**src/rtl/edge_skew_feeder.sv**
```systemverilog
// Diagonal-skew operand feeder for the west/north edges of the PE array.
// Optional bubble counter enabled by defining FEEDER_BUBBLE_CNT_EN.
module edge_skew_feeder #(
    parameter  int ROWS     = 4,
    parameter  int COLS     = 4,
    parameter  int NUM_BITS = 8,
    parameter  int K_MAX    = 16,
    localparam int KW       = $clog2(K_MAX + 1)
) (
    input  logic                               clk_i,
    input  logic                               rst_ni,
    input  logic                               start_i,
    input  logic [KW-1:0]                      k_i,
    output logic                               busy_o,
    output logic                               done_o,
    input  logic                               in_valid_i,
    output logic                               in_ready_o,
    input  logic [ROWS-1:0][NUM_BITS-1:0]      a_i,
    input  logic [COLS-1:0][NUM_BITS-1:0]      b_i,
    output logic [ROWS-1:0][NUM_BITS-1:0]      left_o,
    output logic [ROWS-1:0]                    left_valid_o,
    output logic [COLS-1:0][NUM_BITS-1:0]      top_o,
    output logic [COLS-1:0]                    top_valid_o
`ifdef FEEDER_BUBBLE_CNT_EN
    ,
    output logic [15:0]                        bubble_cnt_o
`endif
);

    localparam int D  = (ROWS > COLS) ? ROWS : COLS;
    localparam int DW = $clog2(D + 1);

    typedef enum logic [1:0] {
        S_IDLE,
        S_STREAM,
        S_DRAIN,
        S_DONE
    } state_t;

    state_t          r_state;
    state_t          w_next;
    logic [KW-1:0]   r_beats;
    logic [DW-1:0]   r_drain;
    logic [KW-1:0]   w_k_clamp;
    logic            w_accept;
    logic            w_start_acc;

    assign w_k_clamp   = (k_i > KW'(K_MAX)) ? KW'(K_MAX) : k_i;
    assign w_accept    = in_ready_o & in_valid_i;
    assign w_start_acc = (r_state == S_IDLE) & start_i;

    always_comb begin
        w_next     = r_state;
        busy_o     = 1'b0;
        done_o     = 1'b0;
        in_ready_o = 1'b0;
        unique case (r_state)
            S_IDLE: begin
                if (start_i)
                    w_next = (k_i == '0) ? S_DONE : S_STREAM;
            end
            S_STREAM: begin
                busy_o     = 1'b1;
                in_ready_o = 1'b1;
                if (in_valid_i && r_beats == KW'(1))
                    w_next = S_DRAIN;
            end
            S_DRAIN: begin
                busy_o = 1'b1;
                if (r_drain == '0)
                    w_next = S_DONE;
            end
            S_DONE: begin
                busy_o = 1'b1;
                done_o = 1'b1;
                w_next = S_IDLE;
            end
        endcase
    end

    // Drain holds D-1 on entry so DONE lands one cycle after the deepest lane.
    always_ff @(posedge clk_i or negedge rst_ni) begin
        if (!rst_ni) begin
            r_state <= S_IDLE;
            r_beats <= '0;
            r_drain <= '0;
        end else begin
            r_state <= w_next;
            if (w_start_acc)
                r_beats <= w_k_clamp;
            else if (w_accept)
                r_beats <= r_beats - KW'(1);
            if (r_state == S_STREAM)
                r_drain <= DW'(D - 1);
            else if (r_state == S_DRAIN && r_drain != '0)
                r_drain <= r_drain - DW'(1);
        end
    end

`ifdef FEEDER_BUBBLE_CNT_EN
    logic [15:0] r_bubbles;

    always_ff @(posedge clk_i or negedge rst_ni) begin
        if (!rst_ni)
            r_bubbles <= '0;
        else if (w_start_acc)
            r_bubbles <= '0;
        else if (r_state == S_STREAM && !in_valid_i && r_bubbles != 16'hFFFF)
            r_bubbles <= r_bubbles + 16'd1;
    end

    assign bubble_cnt_o = r_bubbles;
`endif

    for (genvar r = 0; r < ROWS; r++) begin : g_west
        logic [NUM_BITS-1:0] r_d [r+1];
        logic [r:0]          r_v;

        always_ff @(posedge clk_i or negedge rst_ni) begin
            if (!rst_ni) begin
                for (int s = 0; s <= r; s++)
                    r_d[s] <= '0;
                r_v <= '0;
            end else begin
                r_d[0] <= w_accept ? a_i[r] : '0;
                r_v[0] <= w_accept;
                for (int s = 1; s <= r; s++) begin
                    r_d[s] <= r_d[s-1];
                    r_v[s] <= r_v[s-1];
                end
            end
        end

        assign left_o[r]       = r_d[r];
        assign left_valid_o[r] = r_v[r];
    end

    for (genvar c = 0; c < COLS; c++) begin : g_north
        logic [NUM_BITS-1:0] r_d [c+1];
        logic [c:0]          r_v;

        always_ff @(posedge clk_i or negedge rst_ni) begin
            if (!rst_ni) begin
                for (int s = 0; s <= c; s++)
                    r_d[s] <= '0;
                r_v <= '0;
            end else begin
                r_d[0] <= w_accept ? b_i[c] : '0;
                r_v[0] <= w_accept;
                for (int s = 1; s <= c; s++) begin
                    r_d[s] <= r_d[s-1];
                    r_v[s] <= r_v[s-1];
                end
            end
        end

        assign top_o[c]       = r_d[c];
        assign top_valid_o[c] = r_v[c];
    end

endmodule

```
**config.mk**
```make
export PLATFORM = sky130hd
export DESIGN_NAME = edge_skew_feeder
export DESIGN_NICKNAME = d
export VERILOG_FILES = /design/src/rtl/edge_skew_feeder.sv
export SDC_FILE = /design/constraint.sdc
export NUM_CORES = 1
export LEC_CHECK = 0
export CORE_AREA = 2 2 171 89
export DETAILED_ROUTE_END_ITERATION = 10
export DIE_AREA = 0 0 173 91
export GPL_TIMING_DRIVEN = 0
export PLACE_DENSITY = 0.67
export SETUP_SLACK_MARGIN = 0.3
export SKIP_CTS_REPAIR_TIMING = 1
export SLEW_MARGIN = 0
export SYNTH_ARGS = -nofsm -noshare
export SYNTH_HDL_FRONTEND = slang
export SYNTH_SLANG_ARGS = --single-unit
```
**constraint.sdc**
```tcl
create_clock -name clk_i -period 1.9 [get_ports clk_i]
set_clock_uncertainty 0.05 [all_clocks]
set_input_delay 0.19 -clock clk_i [delete_from_list [all_inputs] [get_ports clk_i]]
set_output_delay 0.19 -clock clk_i [all_outputs]
set_load 0.02 [all_outputs]
```
Yosys cells after proc, flatten, opt, wreduce, memory -nomap -nowiden
Cells that the tools add are included.
{"block": "totals", "ff_bits": 189, "in_bits": 73, "out_inout_bits": 75, "wordCells": 73}
{"block": "classes", "addsub": 2, "magnitude_cmp": 1, "eq_ne": 7, "muxes": 21, "bitwise_logic": 2, "reduce_logical": 10}
{"operator": "$mux 8", "count": 8}
{"operator": "$mux 5", "count": 3}
{"operator": "$mux 2", "count": 4}
{"operator": "$pmux 2 s4", "count": 1}
{"operator": "$mux 3", "count": 2}
{"operator": "$ne 2x2->1 const B", "count": 3}
{"operator": "$eq 5x1->1 const B", "count": 1}
{"operator": "$gt 5x5->1 const B", "count": 1}
{"operator": "$logic_not 5->1", "count": 1}
{"operator": "$sub 5x1->5 const B", "count": 1}
{"operator": "$eq 2x2->1 const B", "count": 2}
{"operator": "$reduce_bool 2->1", "count": 2}
{"operator": "$logic_not 3->1", "count": 1}
{"operator": "$mux 1", "count": 3}
{"operator": "$reduce_and 3->1", "count": 1}
{"operator": "$reduce_bool 3->1", "count": 1}
{"operator": "$reduce_or 3->1", "count": 1}
{"operator": "$sub 3x1->3 const B", "count": 1}
{"operator": "$and 1x1->1", "count": 2}
{"operator": "$eq 2x1->1 const B", "count": 1}
{"operator": "$logic_and 1x1->1", "count": 2}
{"operator": "$logic_not 2->1", "count": 1}

Logic depth before layout (Yosys ltp)
Gate-level depths: netlist of the first run.
{"block": "logic_depth", "word_depth": 5, "mapped_depth": 6, "mapped_depth_nobuf": 6}

Worst setup path after synthesis of the first run
Ideal clock, no wire load.
{"block": "synth_path", "path_type": "register -> register", "from": "reg r_state[1]", "to": "reg r_beats[3]", "setup_ps": 133, "arrival_ps": 1447, "t_required_ps": 1717, "path_slack_ps": 270, "stages_incl_launch_ff": 7, "n_path_buf": 0, "period_less_slack_ps": 1630, "cell_sequence": "dfrtp_1 > inv_1 > ha_1 > nand2_1 > nor4_2 > xnor2_1 > a21oi_1"}
{"block": "synth_between", "elab_chain_cells": 4, "elab_cells_between_ends": 7, "classes_between": "1 x eq/ne; 2 x mux; 2 x bitwise; 2 x reduce/logical"}
{"item": "start: declaration", "line_no": "40", "text": "state_t r_state;"}
{"item": "start signal: assignment", "line_no": "88", "text": "r_state <= w_next;"}
{"item": "$eq 2x1->1", "line_no": "57", "text": "unique case (r_state)"}
{"item": "$mux 1", "line_no": "57"}
{"item": "net in_ready_o", "line_no": "17", "text": "output logic in_ready_o,"}
{"item": "$and 1x1->1", "line_no": "49", "text": "assign w_accept = in_ready_o & in_valid_i;"}
{"item": "$reduce_bool 2->1 (no source line)"}
{"item": "end signal: assignment", "line_no": "90", "text": "r_beats <= w_k_clamp;"}
{"item": "end signal: assignment", "line_no": "92", "text": "r_beats <= r_beats - KW'(1);"}
{"item": "end: declaration", "line_no": "42", "text": "logic [KW-1:0] r_beats;"}
The timed path passes the listed nets, and every way through them passes these cells.
A chain may end at the register's enable or synchronous reset.

Worst setup path after layout of the first run
{"block": "layout_path", "from": "reg r_state[0]", "to": "out busy_o"}
{"block": "layout_between", "elab_chain_cells": 3, "elab_cells_between_ends": 5, "classes_between": "3 x eq/ne; 1 x mux; 1 x reduce/logical"}
{"item": "$eq 2x1->1 / $eq 2x2->1 (equally long branches)", "line_no": "57"}
{"item": "$reduce_or 3->1 (no source line) (*)"}
{"item": "$mux 1 (*)", "line_no": "57"}
{"item": "end: declaration", "line_no": "14", "text": "output logic busy_o,"}
Mark *: on every way between the ends. The rest lies on a longest branch, timed or not.

==> impl_metrics.toml, run 1 <==
[outcome]
outcome = "finished, final reports clean"

[floorplan]
dieArea_sq_um = 15740
core_sq_um = 14200
ioPinCount = 148
rows = 31
start_util_pct = 39.50
die_w_microns = 173
die_h_microns = 91

[logic_synthesis]
synthCells = 364
syn_area_sq_um = 5608
synth_cell_types = 24
synth_seq_cells = 174
avgSynthCellArea_sq_um = 15.41
synth_fp_nets = 446
yosysWarnings = 0
synth_seq_area_share_pct = 77.64

[worst_hold_path]
hold_path.class = "in -> async"

[placed_design]
dpl.hpwl_mm = 7.095
pre_cts_slack_ns = -0.1152
placed_cells = 710
placedInstanceArea_sq_um = 7362
gp_congestion = 0.7915
portBuffers = 147

[cts]
clock-sinks = 174
clk_latency_ns = 0.41
path_clk_slew_ns = 0.07
ctsLongestPathBuffers = 2
cts_tree = "done"
numCtsBuffers = 17
htreeDepth = 4
root_buffer = "clkbuf_16"

[setup_path]
cp_top_family = "flip-flops"
cpMostUsedCell = "inv_2"
cp-end-kind = "primary output"
worstSetupStartpointType = "flip-flop"
slowest_delay_ns = 0.44
slowest_stage = "dfrtp_1"
crit_buf_inv = 3
crit_arrival_ns = 1.34
cp.required_ns = 1.66
worstPathMaxFanout = 4
path_cells = "inv_2 -> ha_2 -> inv_2 -> buf_4"
setup.worst_path.class = "reg -> out"

[sta]
hold_ws_ns = 0.2821
clock.fmax_ghz = 0.6315
min_period_ns = 1.584
setup-violations-final = 0
slew_viol_final = 0
rsz0062_at_grt = "true"
worst_pin_slew_ns = 0.5648
tns_ns = 0
slew-limit-headroom_pct = 62.35
post-route-period-util_pct = 83.34
finalHoldViolCount = 0
worst_slack_ns = 0.3164

[global_routing]
grt_pass1_vias = 3347
overflow = 0
grt_max_degree = 98
grt_antenna_before_repair = 0
grt.total_usage_pct = 13.86
grt_pass1_wl_mm = 16.87

[routing]
post-route-drc-count = 0
viasPerCell = 4.206
dr.pass1.iters = 4
num_vias = 3138
ant_nets = 0
drt-initial-drc-count = 141
routed_wl_mm = 10.45
routedWlPerCell_microns = 14.01

[power_and_ir_drop]
p_leak_uw = 0.005350
ir_worst_vdd_uv = 678.3
power_density_nw_per_um2 = 1276

[final_layout]
diodes = 0
final_net_count = 617
syn_to_final_growth_pct = 46.03
nFillCells = 1144
final_cells = 746
final_common_cell = "dfrtp_1"
layout_common_cells = "dfrtp_1, dlymetal6s2s_1, clkdlybuf4s50_1, and3_1, buf_4"
finish.instance_area_sq_um = 8189
drive_gt1_share_pct = 19.53

[flow_run]
cap_violations = 0
state kept, by name, summed over array words and instances, names as in the netlist:
signal / count
left_o: 24
top_o: 24
g_north.r_d: 56
r_beats: 5
r_drain: 3
g_north.r_v: 4
r_state: 2
g_west.r_d: 56
cell families after synthesis:
| kind of cell | share of synthesized area [%] |
|---|---|
| flip-flops | 77.64 |
| AND/OR/NAND/NOR | 8.433 |
| buffers and inverters | 8.858 |
| AO/OA/AOI/OAI | 1.763 |
| multiplexers | 0.3570 |
| adder cells (fa/ha/maj) | 2.008 |
| XOR/XNOR | 0.9371 |
layer usage:
metal | global-route usage (%) | vias up | part of all wire [%]
met3 | 4.732 | 4 | 5.3
li1 | - | 1475 | -
met1 | 19.05 | 1576 | 46
met2 | 21.30 | 83 | 48
met4 | 3.390 | 0 | 0.42
met5 | 0 | - | 0
Yosys cell counts:
cell | n | area share (%)
inv_1 | 12 | 0.80
xor2_1 | 2 | 0.31
and3_1 | 64 | 7.1
nand3_1 | 1 | 0.089
ha_1 | 9 | 2.0
nor3_1 | 1 | 0.089
nand3b_1 | 1 | 0.13
nand2_1 | 4 | 0.27
clkbuf_2 | 1 | 0.089
o41ai_2 | 1 | 0.29
nor2_1 | 4 | 0.27
nor4_2 | 1 | 0.22
nor4_1 | 1 | 0.11
xnor2_1 | 4 | 0.62
nor2b_1 | 1 | 0.11
a21oi_1 | 10 | 0.89
buf_4 | 53 | 7.1
o22ai_1 | 1 | 0.11
clkbuf_1 | 13 | 0.87
o21ai_0 | 1 | 0.089
dfrtp_1 | 174 | 78
a31oi_1 | 1 | 0.11
mux2i_1 | 2 | 0.36
o211ai_1 | 2 | 0.27
stage by stage:
| stage | util, % | total power (uW) |
|---|---|---|
| 2_1_floorplan | - | 6018 |
| 3_3_place_gp | 51.63 | 7091 |
| 3_5_place_dp | 51.86 | 7166 |
| 4_1_cts | 55.96 | 10540 |
| 5_1_grt | 57.69 | 11010 |
| 6_report | 57.69 | 10450 |
layout make-up:
type,count,area [sq um],area share [%]
sequential,174,4354,53.17
timing repair buffer,152,1718,20.98
multi-input combinational,111,778.2,9.503
buffer,67,464.2,5.668
clock buffer,19,442.9,5.409
tap,198,247.7,3.025
clock inverter,13,138.9,1.696
inverter,12,45.04,0.5500
final timing paths:
kind                                        start                 end  slack, ns  cells after the start
worst max register to register         r_state[1]          r_beats[3]       0.45                      6
min in group clk_i              g_west[2].r_d[13]          left_o[21]       0.29                      0
max in group asynchronous                  rst_ni  g_north[2].r_d[23]       0.66                      3
worst max-delay path                   r_state[0]              busy_o       0.32                      4
worst min-delay path                       rst_ni          left_o[27]       0.28                      2
worst min register to register  g_west[2].r_d[13]          left_o[21]       0.29                      0
power breakdown:
part / leakage [uW] / internal [uW] / switching [uW]
sequential: 0.00235 / 4350 / 247
clock: 0.000287 / 1790 / 1540
combinational: 0.00272 / 1260 / 1260
No activity file was read; power rests on OpenSTA's default activity.
==> run 2: changes to the inputs <==
PLACE_DENSITY = 0.7   (was 0.67)
clock period = 1.45 ns   (was 1.9 ns; I/O delays follow)
==> run 2 against run 1 <==
- first-iteration DRC count increased by 6.4%
- the flow now finishes with violations (negative hold slack, negative setup slack)
- largest cell class unchanged
- hold slack got worse by 0.60 ns
- sequential share of layout area down 2.6 points
- design area rose by 5.3%
- non-clock buffer count is 8 higher
- via count rose by 2.2%
==> impl_metrics.toml, run 2 (synthesis gave the netlist of run 1 again) <==
[outcome]
outcome = "complete, but fails checks"
failed_checks = "negative hold slack, negative setup slack"

[routing]
routedWlPerCell_microns = 15.03
ant_nets = 0
drt-initial-drc-count = 150
viasPerCell = 4.260
post-route-drc-count = 0
num_vias = 3208
dr.pass1.iters = 4
routed_wl_mm = 11.32

[setup_path]
crit_cells = 4
cp-end-kind = "primary output"
setup.worst_path.class = "reg -> out"
cpMostUsedCell = "inv_2"
r2r-start = "r_state[1]"
worstSetupStartpointType = "flip-flop"
r2r_cells = 7
crit_buf_inv = 3
cp.required_ns = 1.25
path_cells = "inv_2 -> ha_2 -> inv_2 -> clkbuf_2"
crit_arrival_ns = 1.34
timing.rr.end = "r_beats[4]"
slowest_delay_ns = 0.45
slowest_stage = "dfrtp_2"
cp_top_family = "flip-flops"
reg2reg_slack_ns = -0.07
worstPathMaxFanout = 4

[sta]
min_period_ns = 1.540
post-route-period-util_pct = 106.2
slew-limit-headroom_pct = 55.03
slew_viol_final = 0
worst_slack_ns = -0.08979
clock.fmax_ghz = 0.6494
finalHoldViolCount = 90
rsz0062_at_grt = "true"
worst_pin_slew_ns = 0.6745
setup-violations-final = 11
hold_ws_ns = -0.3180

[placed_design]
portBuffers = 147
dpl.hpwl_mm = 7.359
gp_congestion = 0.7884

[cts]
numCtsBuffers = 17
root_buffer = "clkbuf_16"
cts_tree = "done"
htreeDepth = 4
path_clk_slew_ns = 0.06
ctsLongestPathBuffers = 2
clock-sinks = 174
clk_latency_ns = 0.41

[floorplan]
die_h_microns = 91
dieArea_sq_um = 15740
die_w_microns = 173
ioPinCount = 148
start_util_pct = 39.50
rows = 31
core_sq_um = 14200

[global_routing]
grt_max_degree = 92
grt_pass1_wl_mm = 17.40
grt.total_usage_pct = 14.46
grt_pass1_vias = 3322
overflow = 0
grt_antenna_before_repair = 0

[final_layout]
drive_gt1_share_pct = 40.54
top_regs = "g_north.r_d (56), g_west.r_d (56)"
diodes = 0
layout_common_cells = "dfrtp_1, buf_6, clkdlybuf4s50_1, and3_1, and3_4"
final_net_count = 625
post-route-util_pct = 60.73
syn_to_final_growth_pct = 53.73
final_common_cell = "dfrtp_1"

[power_and_ir_drop]
total_power_uw = 15350
power_density_nw_per_um2 = 1781
ir_worst_vdd_uv = 853.2
p_leak_uw = 0.004405

[worst_hold_path]
hold_path.class = "in -> async"

[flow_run]
cap_violations = 0
==> run 2: changes by cell type in the layout (fill, tap and decap cells not counted), sizes merged <==
cell | previous run | this run
dlymetal6s2s | 73 | 1
clkinv | 4 | 2
clkinvlp | 0 | 3
buf | 61 | 141
clkdlybuf4s50 | 71 | 70
clkbuf | 32 | 35
bufinv | 0 | 3
inv | 21 | 15
dlygate4sd3 | 1 | 0
==> run 2: cell type report <==
| cell class | instances | area [sq um] |
|---|---|---|
| fill | 1090 | 5575 |
| tap | 198 | 247.7 |
| sequential | 174 | 4355 |
| timing repair buffer | 160 | 1665 |
| multi-input combinational | 111 | 977.2 |
| clock buffer | 20 | 446.7 |
| inverter | 12 | 47.55 |
| clock inverter | 11 | 156.4 |
| buffer | 67 | 724.4 |
==> run 2: routing by layer <==
metal / wire length, microns / global-route usage (%)
met1: 5262 / 19.73
met3: 622 / 5.528
met5: 0 / 0
met2: 5386 / 21.80
met4: 48 / 3.814
==> run 2: worst max path at each step <==
stage	from	end	slack [ns]
after floorplan	r_state[1]	r_state[0]	0.11
after global placement	rst_ni	g_north[1].r_d[12]	-6.46
after detailed placement	in_valid_i	g_north[1].r_d[8]	-0.48
after CTS	r_state[0]	busy_o	-0.57
after global routing	r_state[1]	r_beats[4]	-0.16
final	r_state[0]	busy_o	-0.09
==> run 2: where the power goes <==
group,internal (uW),switching [uW],leakage (uW),total (uW)
registers,5710,412,0.00235,6120
logic,2530,2060,0.00177,4590
clock network,2770,1860,0.000284,4640
total,11000,4340,0.00440,15400
==> run 2: metrics by stage <==
| step | setup TNS, ns | hold slack, ns | worst slack, ns | instance area [sq um] | instances |
|---|---|---|---|---|---|
| 2_1_floorplan | 0 | -0.2006 | 0.1111 | 5643 | 364 |
| 3_3_place_gp | -1149.85 | 0.2814 | -6.465 | 7362 | 709 |
| 3_5_place_dp | -27.63 | 0.1407 | -0.4830 | 7395 | 710 |
| 4_1_cts | -20.33 | -0.2972 | -0.5673 | 7998 | 741 |
| 5_1_grt | -2.418 | -0.2874 | -0.1629 | 8621 | 753 |
| 6_report | -0.4018 | -0.3180 | -0.08979 | 8621 | 753 |
